## src/rtl/battery_hud_ctrl.sv

```systemverilog
// Battery HUD sprite controller: frame-synchronous energy level, sprite selection,
// empty-state blink and sprite-ROM addressing aligned with the ROM's one-cycle latency.
module battery_hud_ctrl #(
    parameter int SPR_W        = 62,
    parameter int SPR_H        = 22,
    parameter int POS_X        = 560,
    parameter int POS_Y        = 8,
    parameter int LEVEL_MAX    = 15,
    parameter int BLINK_FRAMES = 30
) (
    input  logic        vga_clk,
    input  logic        reset,
    input  logic [9:0]  DrawX,
    input  logic [9:0]  DrawY,
    input  logic        blank,
    input  logic        energy_dec,
    input  logic        energy_refill,
    output logic [10:0] rom_address,
    output logic [1:0]  rom_sel,
    output logic        sprite_on,
    output logic [3:0]  energy,
    output logic        empty
);

    localparam logic [9:0]  X_LO  = 10'(POS_X);
    localparam logic [9:0]  X_HI  = 10'(POS_X + SPR_W - 1);
    localparam logic [9:0]  Y_LO  = 10'(POS_Y);
    localparam logic [9:0]  Y_HI  = 10'(POS_Y + SPR_H - 1);
    localparam logic [10:0] W11   = 11'(SPR_W);
    localparam logic [3:0]  LMAX  = 4'(LEVEL_MAX);
    localparam int          BW    = $clog2(BLINK_FRAMES + 1);
    localparam logic [BW-1:0] BLAST = BW'(BLINK_FRAMES - 1);

    typedef enum logic [1:0] {
        ACTIVE,
        EMPTY_SHOW,
        EMPTY_HIDE
    } state_t;

    state_t        state, state_next;
    logic [BW-1:0] blink_cnt, blink_next;
    logic [3:0]    pending_dec;
    logic          pending_ref;
    logic          origin_q;
    logic          at_origin;
    logic          frame_tick;
    logic          in_win;
    logic [10:0]   dx, dy;
    logic [3:0]    energy_applied;
    logic [1:0]    level_sel;

    assign in_win = (DrawX >= X_LO) && (DrawX <= X_HI) &&
                    (DrawY >= Y_LO) && (DrawY <= Y_HI);

    always_comb begin
        dx          = {1'b0, DrawX - X_LO};
        dy          = {1'b0, DrawY - Y_LO};
        rom_address = '0;
        if (in_win)
            rom_address = dx + dy * W11;
    end

    // origin_q resets high so a reset released at (0,0) does not fire a tick
    assign at_origin  = (DrawX == '0) && (DrawY == '0);
    assign frame_tick = at_origin && !origin_q;

    always_comb begin
        energy_applied = '0;
        if (pending_ref)
            energy_applied = LMAX;
        else if (energy > pending_dec)
            energy_applied = energy - pending_dec;
    end

    always_ff @(posedge vga_clk) begin
        if (reset) begin
            origin_q    <= 1'b1;
            pending_dec <= '0;
            pending_ref <= 1'b0;
            energy      <= LMAX;
        end else begin
            origin_q <= at_origin;
            if (frame_tick) begin
                // events coinciding with the tick belong to the next frame
                pending_dec <= energy_dec ? 4'd1 : 4'd0;
                pending_ref <= energy_refill;
                energy      <= energy_applied;
            end else begin
                if (energy_dec && pending_dec != LMAX)
                    pending_dec <= pending_dec + 4'd1;
                if (energy_refill)
                    pending_ref <= 1'b1;
            end
        end
    end

    always_comb begin
        state_next = state;
        blink_next = blink_cnt;
        if (frame_tick) begin
            case (state)
                ACTIVE: begin
                    blink_next = '0;
                    if (energy_applied == '0)
                        state_next = EMPTY_SHOW;
                end
                EMPTY_SHOW, EMPTY_HIDE: begin
                    if (energy_applied != '0) begin
                        state_next = ACTIVE;
                        blink_next = '0;
                    end else if (blink_cnt == BLAST) begin
                        state_next = (state == EMPTY_SHOW) ? EMPTY_HIDE : EMPTY_SHOW;
                        blink_next = '0;
                    end else begin
                        blink_next = blink_cnt + 1'b1;
                    end
                end
                default: begin
                    state_next = ACTIVE;
                    blink_next = '0;
                end
            endcase
        end
    end

    always_ff @(posedge vga_clk) begin
        if (reset) begin
            state     <= ACTIVE;
            blink_cnt <= '0;
        end else begin
            state     <= state_next;
            blink_cnt <= blink_next;
        end
    end

    always_comb begin
        level_sel = 2'd3;
        if (energy >= 4'd10)
            level_sel = 2'd0;
        else if (energy >= 4'd5)
            level_sel = 2'd1;
        else if (energy >= 4'd1)
            level_sel = 2'd2;
    end

    always_ff @(posedge vga_clk) begin
        if (reset) begin
            sprite_on <= 1'b0;
            rom_sel   <= 2'd0;
        end else begin
            sprite_on <= in_win && blank && (state != EMPTY_HIDE);
            rom_sel   <= level_sel;
        end
    end

    assign empty = (energy == '0);

endmodule
```

## config.mk

```make
export PLATFORM = sky130hd
export DESIGN_NAME = battery_hud_ctrl
export DESIGN_NICKNAME = d
export VERILOG_FILES = /design/src/rtl/battery_hud_ctrl.sv
export SDC_FILE = /design/constraint.sdc
export NUM_CORES = 1
export LEC_CHECK = 0
export CAP_MARGIN = 20
export CORE_ASPECT_RATIO = 1.2
export CORE_UTILIZATION = 49
export DETAILED_ROUTE_END_ITERATION = 10
export PLACE_DENSITY = 0.78
export SYNTH_ARGS = -nofsm -noshare
export SYNTH_HDL_FRONTEND = slang
export SYNTH_SLANG_ARGS = --single-unit
```

## constraint.sdc

```tcl
create_clock -name vga_clk -period 5.2 [get_ports vga_clk]
set_input_delay 0.78 -clock vga_clk [delete_from_list [all_inputs] [get_ports vga_clk]]
set_output_delay 0.78 -clock vga_clk [all_outputs]
set_load 0.03 [all_outputs]
```

==> summary.md <==
| Metric | Value |
|---|---|
| DR pass1 iterations | 4 |
| Number of setup violations in the final report | 3 |
| Ys async rst share | 0% |
| Final Slew Violations | 0 |
| Arr. time, crit path | 4.58 ns |
| Number of I/O port buffers | 43 |
| Die area | 5570 µm² |
| Clock Latency Late Sink | 0.27 ns |
| Num CTS Buffers | 3 |
| Delay-heaviest family, CP | adder cells |
| Vias in the first global route | 2424 |
| 1st-iter DRT viols | 98 |
| Fin crit share | 103% |
| Outcome | finished with violations |
| Slowest-stage cell, CP | fa_1 |
| Failing checks | negative setup slack |
| Largest stage delay on the critical path | 0.55 ns |
| Max cap viols | 0 |
| Synth Instances | 310 |
| Reg-to-reg critical path startpoint | pending_dec[0] |
| Final ANT Viol Nets | 0 |
| Layout cells sized above 1 | 25.4% |
| GRT met2 Usage | 48.9% |
| Fmax achieved | 187 MHz |
| Overall die width | 68.3 µm |
| Yosys reg bits | 20 |
| Post-Synth Adder-Cell Area | 29.8% |
| Met1 usage | 25.7% |
| R2R setup slack | 2.53 ns |
| Fin Clk Skew | 0.00723 ns |
| Pre-CTS setup slack | -0.643 ns |
| GRT Resource Usage Total | 24.4% |
| Setup Crit Path Kind | in2out |
| CP most frequent cell | fa_1 |
| R2R cell count | 10 |
| Clock slew seen by the registers of the worst setup and hold paths | 0.07 ns |
| Synth Area in Compound Gates | 13.6% |
| Worst setup path endpoint | rom_address[10] |
| DR WL/cell | 14.0 µm |
| DRC | 0 |
| Via count | 2470 |
| Tot Pwr | 1.56 mW |
| Reg area | 400 µm² |
| Worst-margin pin slew | 0.802 ns |
| Worst EP required | 4.42 ns |
| Overflow after GRT | 0 |
| Worst setup path start | DrawY[1] |
| Largest net degree at the start of global routing | 17 |
| Reg2reg end | blink_cnt[1] |
| # clock sinks | 20 |
| Area fraction of the dominant cell type after synthesis | 17.4% |
| CP max FO | 3 |
| Final wirelength | 6.47 mm |
| Worst setup EP type | output port |
| Avg Inst Size Synth | 8.33 µm² |
| CP Cell Sequence | buf_8 > fa_1 > inv_1 > fa_1 > inv_2 > fa_1 > ha_4 > a21o_1 > a21oi_4 > o21bai_1 > a21oi_2 > xnor2_1 > ha_1 > nand2_1 > o31ai_2 > xnor2_1 > nor2_2 > buf_6 |
| Post-Syn Nets | 387 |
| Unique cell type count in the Yosys netlist | 49 |
| DP HPWL | 4.98 mm |
| Slew HR | 46.1% |
| Max Root-Sink Buffers | 2 |
| Maximum VDD drop | 643 µV |
| Crit path time final | 5.36 ns |
| Antenna violations before repair | 0 |
| Register area share after synthesis | 15.5% |
| Area of the multi-input gates | 2180 µm² |
| Row count | 28 |
| RSZ-0062 raised after global routing | yes |
| Core box area | 5010 µm² |
| Post-synthesis mux area share | 0.824% |
| Setup ws final | -0.159 ns |
| Largest family of logic cells by synthesized area | adder cells |
| Synth Area in XOR/XNOR | 12.4% |
| Routed vias/inst | 5.36 |
| Ranking of synthesized cells by area | ha_1 (17%), dfxtp_1 (16%), fa_1 (12%) |
| Hold Vio Cnt, Final | 0 |
| Chip height | 81.5 µm |
| Busiest grt layer | met2 |
| EDFF count, synth | 0 |
| Synth warn | 0 |
| M3 GR Usage | 1.39% |
| Power per cell area | 422 nW/µm² |
| Final Cell Area | 3690 µm² |
| H-tree depth | 1 |
| N_diodes | 0 |
| Initial Util | 51.5% |
| CTS Hold Buffers Added | 0 |
| Startpoint types | input pin |
| Fin util | 73.6% |
| Worst path bufs/invs | 4 |
| Simple logic cell fraction of the synthesized area | 20.4% |
| Fill cells | 368 |
| GP Congestion | 0.880 |
| Most common cell in the netlist | inv_1 |
| Post-layout net count | 479 |
| Synth cell count leaders | inv_1 (44), ha_1 (36), nor2_1 (34), a21oi_1 (26), xnor2_1 (26) |
| Global-route wire length before repair | 10.2 mm |
| CTS tree | yes |
| Lkg Pwr | 1.67 nW |
| Area post-placement | 3410 µm² |
| Min-Delay Path Class | reg2reg |
| Clk root buf | clkbuf_8 |
| Synth Flop Type | dfxtp_1 |
| Io pins | 44 |
| Synth Cell Area | 2580 µm² |
| Critical path depth | 18 |
| Synth area leader | ha_1 |
| Synth-to-layout area growth | 42.8% |
## worst min path at each step
| stage | from | end | slack, ns | cells after the start |
|---|---|---|---|---|
| detailed placement | blink_cnt[4] | blink_cnt[4] | 0.51 | 2 |
| global placement | blink_cnt[4] | blink_cnt[4] | 0.50 | 2 |
| CTS | blink_cnt[4] | blink_cnt[4] | 0.53 | 2 |
| global route | blink_cnt[4] | blink_cnt[4] | 0.56 | 2 |
| finish | blink_cnt[4] | blink_cnt[4] | 0.52 | 2 |
| floorplan | blink_cnt[4] | blink_cnt[4] | 0.48 | 2 |
## routing by layer
metal	share of wire, %	up-vias
met1	41	1189
met4	1.7	0
met5	0	-
met2	56	39
met3	1.6	9
li1	-	1233
## through the flow
step	hold slack [ns]	std cells	setup TNS, ns
6_report	0.524	461	-0.270
5_1_grt	0.565	461	-0.638
4_1_cts	0.530	459	-0.247
3_5_place_dp	0.508	447	-1.90
3_3_place_gp	0.504	447	-1.54
2_1_floorplan	0.479	310	0
## tightest hold or removal path, stage by stage, from the launching register on
cell and delay, ns:
dfxtp_1 0.35, xor2_1 0.07, nor2_1 0.07
## area by class of cell
cell class	instances	share of cell area, %
Inverter	44	4.48
Timing Repair Buffer	92	21.9
Clock buffer	4	1.49
Sequential cell	20	10.9
Multi-Input combinational cell	241	59.2
Tap cell	60	2.04
## report_power, final
| part | switching [mW] | internal [mW] |
|---|---|---|
| combinational | 0.587 | 0.687 |
| clock | 0.0568 | 0.0677 |
| sequential | 0.00360 | 0.155 |
## registers in the layout (all words and copies together) (netlist names)
name,flops
state,2
pending_ref,1
origin_q,1
blink_cnt,5
rom_sel,2
sprite_on,1
pending_dec,4
energy,4
## placed cells by master (no fill, tap or decap), types with 3 or more instances in the layout
cell             count
a21o_1               6
ha_1                31
xnor2_2              4
buf_4               48
nor2b_1              3
nand4_1              7
nor2_1              31
dfxtp_1             20
ha_4                 5
nor3_1               9
inv_2                4
buf_6                9
xnor2_1             21
fa_1                16
nand2b_1             3
inv_1               40
a21oi_2              4
clkdlybuf4s50_1     30
and3_1               4
xor2_1               8
a21oi_1             20
nand3_1              6
o21ai_0              5
nor2_2               3
clkbuf_8             4
nand2_1              6
## logic make-up after synthesis
kind of cell    count (synthesis)
simple gates                   95
compound gates                 57
fa+ha+maj                      52
buf+inv                        49
xor+xnor                       35
flops                          20
mux                             2
## repair_timing
action	in CTS	in global routing
endpoints found under the setup margin	6	4
buffers inserted	8	3
resized for setup	45	17
hold endpoints to repair	0	0
pin swaps	25	24
Power figures use the tool's default switching activity.
